File: src/rtl/req_arbiter8.sv
// rtl/req_arbiter8.sv - eight-requester arbiter, fixed priority or round robin, with hold timeout
//
// Ports:
//   clk      rising-edge clock
//   rst_n    asynchronous active-low reset
//   req      level requests, req[i] held while agent i wants/uses the resource
//   rr_en    1 = round robin, 0 = fixed priority (req[7] highest); used only in IDLE
//   gnt      registered one-hot grant, zero when idle
//   gnt_id   registered encoded grant index, zero when idle
//   gnt_vld  registered, high exactly when gnt is non-zero
module req_arbiter8 #(
    parameter int MAX_HOLD = 16
) (
    input  logic       clk,
    input  logic       rst_n,
    input  logic [7:0] req,
    input  logic       rr_en,
    output logic [7:0] gnt,
    output logic [2:0] gnt_id,
    output logic       gnt_vld
);

    typedef enum logic {
        IDLE  = 1'b0,
        GRANT = 1'b1
    } state_t;

    // Hold limit compared at 8 bits; preemption is disabled entirely when MAX_HOLD is 0.
    localparam logic [7:0] HOLD_LIM   = (MAX_HOLD == 0) ? 8'd0 : 8'(MAX_HOLD - 1);
    localparam bit         PREEMPT_EN = (MAX_HOLD != 0);

    state_t     state;
    logic [2:0] rr_ptr;
    logic [7:0] hold_cnt;
    logic [7:0] mask;

    logic [7:0] cand;
    logic       win_found;
    logic [2:0] win_id;
    logic [2:0] rr_idx;
    logic       owner_req;
    logic       competitor;

    assign cand       = req & ~mask;
    assign owner_req  = req[gnt_id];
    assign competitor = |(req & ~gnt);

    // Both searches scan from lowest to highest precedence so the last hit is the winner.
    always_comb begin
        win_found = 1'b0;
        win_id    = 3'd0;
        rr_idx    = 3'd0;
        if (!rr_en) begin
            for (int i = 0; i < 8; i++) begin
                if (cand[i]) begin
                    win_found = 1'b1;
                    win_id    = 3'(i);
                end
            end
        end else begin
            // Search order rr_ptr+1 .. rr_ptr+8; walk it backwards so rr_ptr+1 has the final say.
            for (int k = 8; k >= 1; k--) begin
                rr_idx = rr_ptr + 3'(k);
                if (cand[rr_idx]) begin
                    win_found = 1'b1;
                    win_id    = rr_idx;
                end
            end
        end
    end

    always_ff @(posedge clk or negedge rst_n) begin
        if (!rst_n) begin
            state    <= IDLE;
            gnt      <= 8'h00;
            gnt_id   <= 3'd0;
            gnt_vld  <= 1'b0;
            rr_ptr   <= 3'd7;
            hold_cnt <= 8'd0;
            mask     <= 8'h00;
        end else begin
            case (state)
                IDLE: begin
                    mask <= 8'h00;
                    if (win_found) begin
                        state    <= GRANT;
                        gnt      <= 8'h01 << win_id;
                        gnt_id   <= win_id;
                        gnt_vld  <= 1'b1;
                        rr_ptr   <= win_id;
                        hold_cnt <= 8'd0;
                    end
                end
                GRANT: begin
                    if (!owner_req) begin
                        // Voluntary release wins over preemption and leaves no mask.
                        state   <= IDLE;
                        gnt     <= 8'h00;
                        gnt_id  <= 3'd0;
                        gnt_vld <= 1'b0;
                    end else if (PREEMPT_EN && hold_cnt == HOLD_LIM && competitor) begin
                        // Exclude the preempted owner from the next arbitration only.
                        state   <= IDLE;
                        mask    <= gnt;
                        gnt     <= 8'h00;
                        gnt_id  <= 3'd0;
                        gnt_vld <= 1'b0;
                    end else if (PREEMPT_EN && hold_cnt != HOLD_LIM) begin
                        hold_cnt <= hold_cnt + 8'd1;
                    end
                end
                default: state <= IDLE;
            endcase
        end
    end

endmodule

File: config.mk
export PLATFORM = sky130hd
export DESIGN_NAME = req_arbiter8
export DESIGN_NICKNAME = d
export VERILOG_FILES = /design/src/rtl/req_arbiter8.sv
export SDC_FILE = /design/constraint.sdc
export NUM_CORES = 1
export LEC_CHECK = 0
export CAP_MARGIN = 30
export CORE_UTILIZATION = 58
export CTS_CLUSTER_SIZE = 12
export DETAILED_ROUTE_END_ITERATION = 7
export PLACE_DENSITY = 0.81
export SETUP_SLACK_MARGIN = 0.2
export SYNTH_ARGS = -nofsm -noshare
export SYNTH_HDL_FRONTEND = slang
export SYNTH_SLANG_ARGS = --single-unit
export TNS_END_PERCENT = 10
File: constraint.sdc
create_clock -name clk -period 5.1 [get_ports clk]
set_input_delay 0.51 -clock clk [delete_from_list [all_inputs] [get_ports clk]]
set_output_delay 0.51 -clock clk [all_outputs]
set_load 0.01 [all_outputs]
==> metrics.txt, run 1 <==
multiplexer share of the synthesized area between 15 and 20%; Yosys warning count 0; Avg Cell Area, Syn between 9 and 10 um2; most common cell in the netlist nand2_1; core box area between 0.004 and 0.005 mm2; Final WS setup between 1000 and 1500 ps; Netlist Area Pre-Place between 0.002 and 0.003 mm2; Crit Path Max Fanout 24; hold_buf cts 0; Pleak ~1.2 nW; Post-Synthesis Cells approximately 280; Worst-Skew Late Latency 280 ps; post-synthesis compound-gate area fraction 23.1%; Via Count 2,512; hold crit path type reg -> reg; worst hold margin around 500 ps; final period utilization a little over two thirds; n_diodes 0; postcts setup bufs 0; Placed Area roughly 0.0029 mm2; Post-synth top cells nand2_1, dfrtp_1, nand2b_1, nor2_1, mux2i_1; first-pass GRT wire length approximately 11,000 um; CTS resizes 0; grt ovf 0; Design Area, Final ~0.0030 mm2; fraction of the mapped netlist area in simple logic gates roughly a fifth; CTS root buf clkbuf_8; Area contributors post-synth dfrtp_1, mux4_2, mux2i_1; VDD IR max 386 uV; slew at the pin closest to its max-slew limit between 600 and 700 ps; initial antenna violation count 0; gr usage total a little under a third; sequential-to-total area share from yosys stat a little under a third; effective utilization at floorplan about three fifths; largest net degree at the start of global routing 33; vias per cell around 7.1; Max-slew headroom between 50% and 60%; unrepaired setup endpoints after global routing no; CTS tree done; Die H 69.6 um; area share of the largest cell type after synthesis between 20% and 30%; DRT iter0 DRCs just over 300; GPL Wtd Cong approximately 0.98; Max Slew Vio Count 0; minimum clock period between 3000 and 4000 ps; final setup violation count 0; Reg clk slew, reported paths 70 ps; dpl ws 1570 ps; Post-Synth Adder-Cell Area roughly 1.4%; crit path DAT ~3800 ps; port buffer count 22; DRT Wirelength between 7000 and 8000 um; layout cell share with drive strength beyond 1 between 10% and 20%; crit path capture type register; H-tree levels 2; Die Span X ~70 um; PwrDens 657 mW/mm2; Critical Path Source Type register; Ports 23; MaxCap Viol Count 0; clk buf depth 2; Die ar. 0.00484 mm2; count of different cell masters after synthesis 62; Clock Sinks 32; nets@finish 316; skew final approximately 3.4 ps; Setup Total Neg Slack 0 ps; per-cell routed wire length between 20 and 25 um; DRC Markers 0; row count 24; Hold Vio Cnt, Final 0; f_max roughly 0.28 GHz; XOR/XNOR Fraction of Synth Area roughly 3%; #FFs+latches synth 32; Syn Nets between 200 and 300; hpwl dp around 5300 um; ys async rst share 100%; main combinational cell family by area after synthesis compound AO/OA/AOI/OAI gates; CTS buffer count 5; status completed; post-route antenna net violation count 0; ys flop type dfrtp_1; leading area contributor after synthesis dfrtp_1; number of flops mapped to enable cells by yosys 0; worst path required time ~5300 ps; 1st-pass router iterations 5; WS Path Type reg -> reg; number of global-route vias before repair about 2,300; Syn-to-layout area delta 13.1%
==> where the power goes <==
group,leakage (nW),internal [W],switching [W]
logic,0.759,0.000554,0.000712
registers,0.423,0.000330,0.000140
clock network,0.0552,0.000145,0.0000897
total,1.24,0.00103,0.000941
==> final timing paths <==
path,from,slack [ps],end,cells past startpoint
min in group asynchronous,rst_n,630,hold_cnt[3],2
max in group asynchronous,rst_n,4140,rr_ptr[0],2
min reg2reg,gnt_vld,500,gnt_vld,2
min,gnt_vld,500,gnt_vld,2
max,rr_ptr[0],1490,gnt[6],9
max reg2reg,rr_ptr[0],1490,gnt[6],9
==> cell families after synthesis <==
family                     Yosys count
and+or+nand+nor                    105
AOI/OAI and AO/OA                   80
DFF                                 32
muxes                               30
buffers and inverters               25
xor gates and xnor gates             9
adders and majority gates            3
==> critical path, stage by stage (launching register included) <==
cell and delay, ps:
dfstp_2 830, inv_2 240, ha_1 700, nor4bb_1 280
a31oi_1 90, a221oi_1 370, o221ai_1 180, a211oi_1 300
o211ai_1 270, o31ai_1 270
==> placed cells by master (no fill, tap or decap), types with 3 or more instances in the layout <==
master,n
mux2i_1,15
nor3b_1,3
and3_1,3
dfstp_2,3
mux2_2,3
o221ai_1,4
a31oi_1,3
inv_1,10
o211ai_1,3
o22ai_1,5
nand3_1,6
a21oi_1,6
a22o_1,9
nor2_1,18
o21ai_0,11
xnor2_1,3
clkbuf_8,5
clkdlybuf4s50_1,22
nand2_1,30
o31ai_1,9
mux4_2,12
o2bb2ai_1,3
xor2_1,6
buf_4,3
nor2b_1,10
dfrtp_1,29
nand2b_1,18
ha_1,3
==> final cells by class <==
cell class,count,area (um2)
inverter,11,41.3
multi-input combinational,227,1740
tap,52,65.1
timing repair buffer,25,243
fill,344,1390
clock buffer,6,72.6
clock inverter,2,35.0
sequential,32,805
==> registers in the layout (all words and copies together), names as in the netlist <==
| signal | count |
|---|---|
| state | 1 |
| mask | 8 |
| hold_cnt | 8 |
| gnt_id | 3 |
| rr_ptr | 3 |
| gnt | 8 |
| gnt_vld | 1 |
==> metal layers <==
metal | vias up | wire (um) | global-route usage, %
met5 | - | 0 | 0
met4 | 0 | 226 | 12.0
met3 | 22 | 510 | 2.91
met2 | 146 | 3300 | 46.9
met1 | 1221 | 3070 | 43.6
li1 | 1123 | - | -
==> per-stage QoR <==
step | instances | utilization, % | power (W)
global placement | 347 | 65.9 | 0.00168
floorplan | 284 | - | 0.00138
CTS | 355 | 68.4 | 0.00194
global route | 355 | 68.4 | 0.00208
detailed placement | 347 | 65.9 | 0.00170
finish | 355 | 68.4 | 0.00197
Power figures use the tool's default switching activity.
==> inputs of run 2 (changes only) <==
clock period = 3.7 ns   (was 5.1 ns; I/O delays follow)
==> run 2 against run 1 <==
Effect of this change:
- combinational power rose by 50%
- largest cell class unchanged
- sequential power rose by 29%
- worst hold slack got worse by 27 ps
- cell count rose by 1.7%
- global-route usage rose by 3.7 points
==> metrics.txt, run 2 (synthesis gave the netlist of run 1 again) <==
status completed; per-cell routed wire length about 21 um; vias per cell around 7; Max Slew Vio Count 0; Die ar. around 0.0048 mm2; gr usage total about 34%; MaxCap Viol Count 0; slew at the pin closest to its max-slew limit slightly above 600 ps; Syn-to-layout area delta 15.3%; Reg power frac 21.4%; Int Power between 0.001 and 0.0015 W; crit-path cells inv_2 > ha_1 > xnor2_1 > mux4_2 > mux2i_1 > o311ai_2 > a311oi_1 > o31a_1 > o31ai_1; switch share 48.8%; initial antenna violation count 0; unrepaired setup endpoints after global routing yes; CTS root buf clkbuf_8; Max-slew headroom about three fifths; Comb pwr share between 60% and 70%; worst path required time a little under 4000 ps; Hold Vio Cnt, Final 0; first-pass GRT wire length roughly 13,000 um; crit path DAT 3470 ps; clk buf depth 2; biggest regs gnt: 8 flops, hold_cnt: 8 flops, mask: 8 flops; DRC Markers 0; Die H between 60 and 70 um; H-tree levels 2; Setup Total Neg Slack 0 ps; largest net degree at the start of global routing 33; Crit Path Max Fanout 9; CTS tree done; Switch Pwr between 0.001 and 0.0015 W; WS Path Type reg -> reg; post-route antenna net violation count 0; final setup violation count 0; DRT Wirelength about 7700 um; PwrDens a little over 900 mW/mm2; Worst path max stage delay between 600 and 700 ps; Reg clk slew, reported paths around 70 ps; Die Span X just under 70 um; number of global-route vias before repair about 2,500; Via Count 2,576; DRT iter0 DRCs between 300 and 400; VDD IR max around 520 uV; core box area 0.00438 mm2; Critical Path Source Type register; n_diodes 0; dpl ws ~370 ps; Final WS setup 376 ps; layout cell share with drive strength beyond 1 ~14%; row count 24; most common cell after layout, fill and taps aside nand2_1; most frequent cells in the layout nand2_1, dfrtp_1, clkdlybuf4s50_1, nand2b_1, nor2_1; hold_buf cts 0; minimum clock period between 3000 and 4000 ps; skew final roughly 6.7 ps; crit path capture type register; port buffer count 22; GPL Wtd Cong about 1.0; CTS buffer count 5; f_max roughly 0.30 GHz; nets@finish roughly 320; Worst-Skew Late Latency 290 ps; Worst path slowest cell dfstp_2; Pleak roughly 1.3 nW; clock network power share between 10% and 20%; hpwl dp around 5700 um; Clock Sinks 32; effective utilization at floorplan 60.4%; Ports 23; grt ovf 0; hold crit path type in -> async; final period utilization about nine tenths; 1st-pass router iterations 7
## run 2: layout make-up
| cell class | count | area (um2) |
|---|---|---|
| Clock inverter | 3 | 42.5 |
| Inverter | 11 | 41.3 |
| Multi-Input combinational cell | 227 | 1740 |
| Tap cell | 52 | 65.1 |
| Clock buffer | 5 | 68.8 |
| Fill cell | 323 | 1330 |
| Timing Repair Buffer | 31 | 288 |
| Sequential cell | 32 | 805 |
## run 2: worst paths after layout
check / end / slack [ps] / cells after the start / start
setup / recovery: gnt[5] / 380 / 9 / rr_ptr[0]
hold / removal: hold_cnt[6] / 470 / 2 / rst_n
setup reg to reg: gnt[5] / 380 / 9 / rr_ptr[0]
hold reg to reg: gnt_vld / 520 / 2 / gnt_vld
max in group asynchronous: rr_ptr[0] / 2890 / 2 / rst_n
min in group clk: gnt_vld / 520 / 2 / gnt_vld
## run 2: layer usage
metal,global-route usage [%],vias up,share of wire (%),wire (um)
li1,-,1133,-,-
met1,45.2,1259,40,3120
met2,54.4,152,48,3700
met3,4.51,32,7.6,590
met4,17.0,0,4.3,333
met5,0,-,0,0
## run 2: power groups by stage
stage          Clock [W]  Combinational [W]  Sequential, W
3_5_place_dp           0            0.00182       0.000607
3_3_place_gp           0            0.00179       0.000604
5_1_grt         0.000351            0.00204       0.000616
4_1_cts         0.000338            0.00184       0.000602
2_1_floorplan          0            0.00135       0.000552
6_report        0.000337            0.00190       0.000608
## run 2: critical path: cells and delay by family, from the launching register on
kind                     cells  cell delay [ps]
AO/OA/AOI/OAI                4             1130
XOR/XNOR                     1              330
adder cells (fa/ha/maj)      1              290
buffers and inverters        1               60
flip-flops                   1              680
multiplexers                 2              690
## run 2: timing repair
action                     in CTS  in global routing
resized for setup               0                  1
setup endpoints to repair       0                  9
buffers inserted                0                  0
## run 2: through the flow
stage / instance area [um2] / power (W) / utilization, % / std cells / hold WS [ps]
2_1_floorplan: 2650 / 0.00190 / - / 284 / 74.4
3_3_place_gp: 2930 / 0.00240 / 66.9 / 353 / 470
3_5_place_dp: 2930 / 0.00242 / 66.9 / 353 / 487
4_1_cts: 3050 / 0.00278 / 69.5 / 361 / 484
5_1_grt: 3050 / 0.00301 / 69.7 / 361 / 519
6_report: 3050 / 0.00284 / 69.7 / 361 / 469
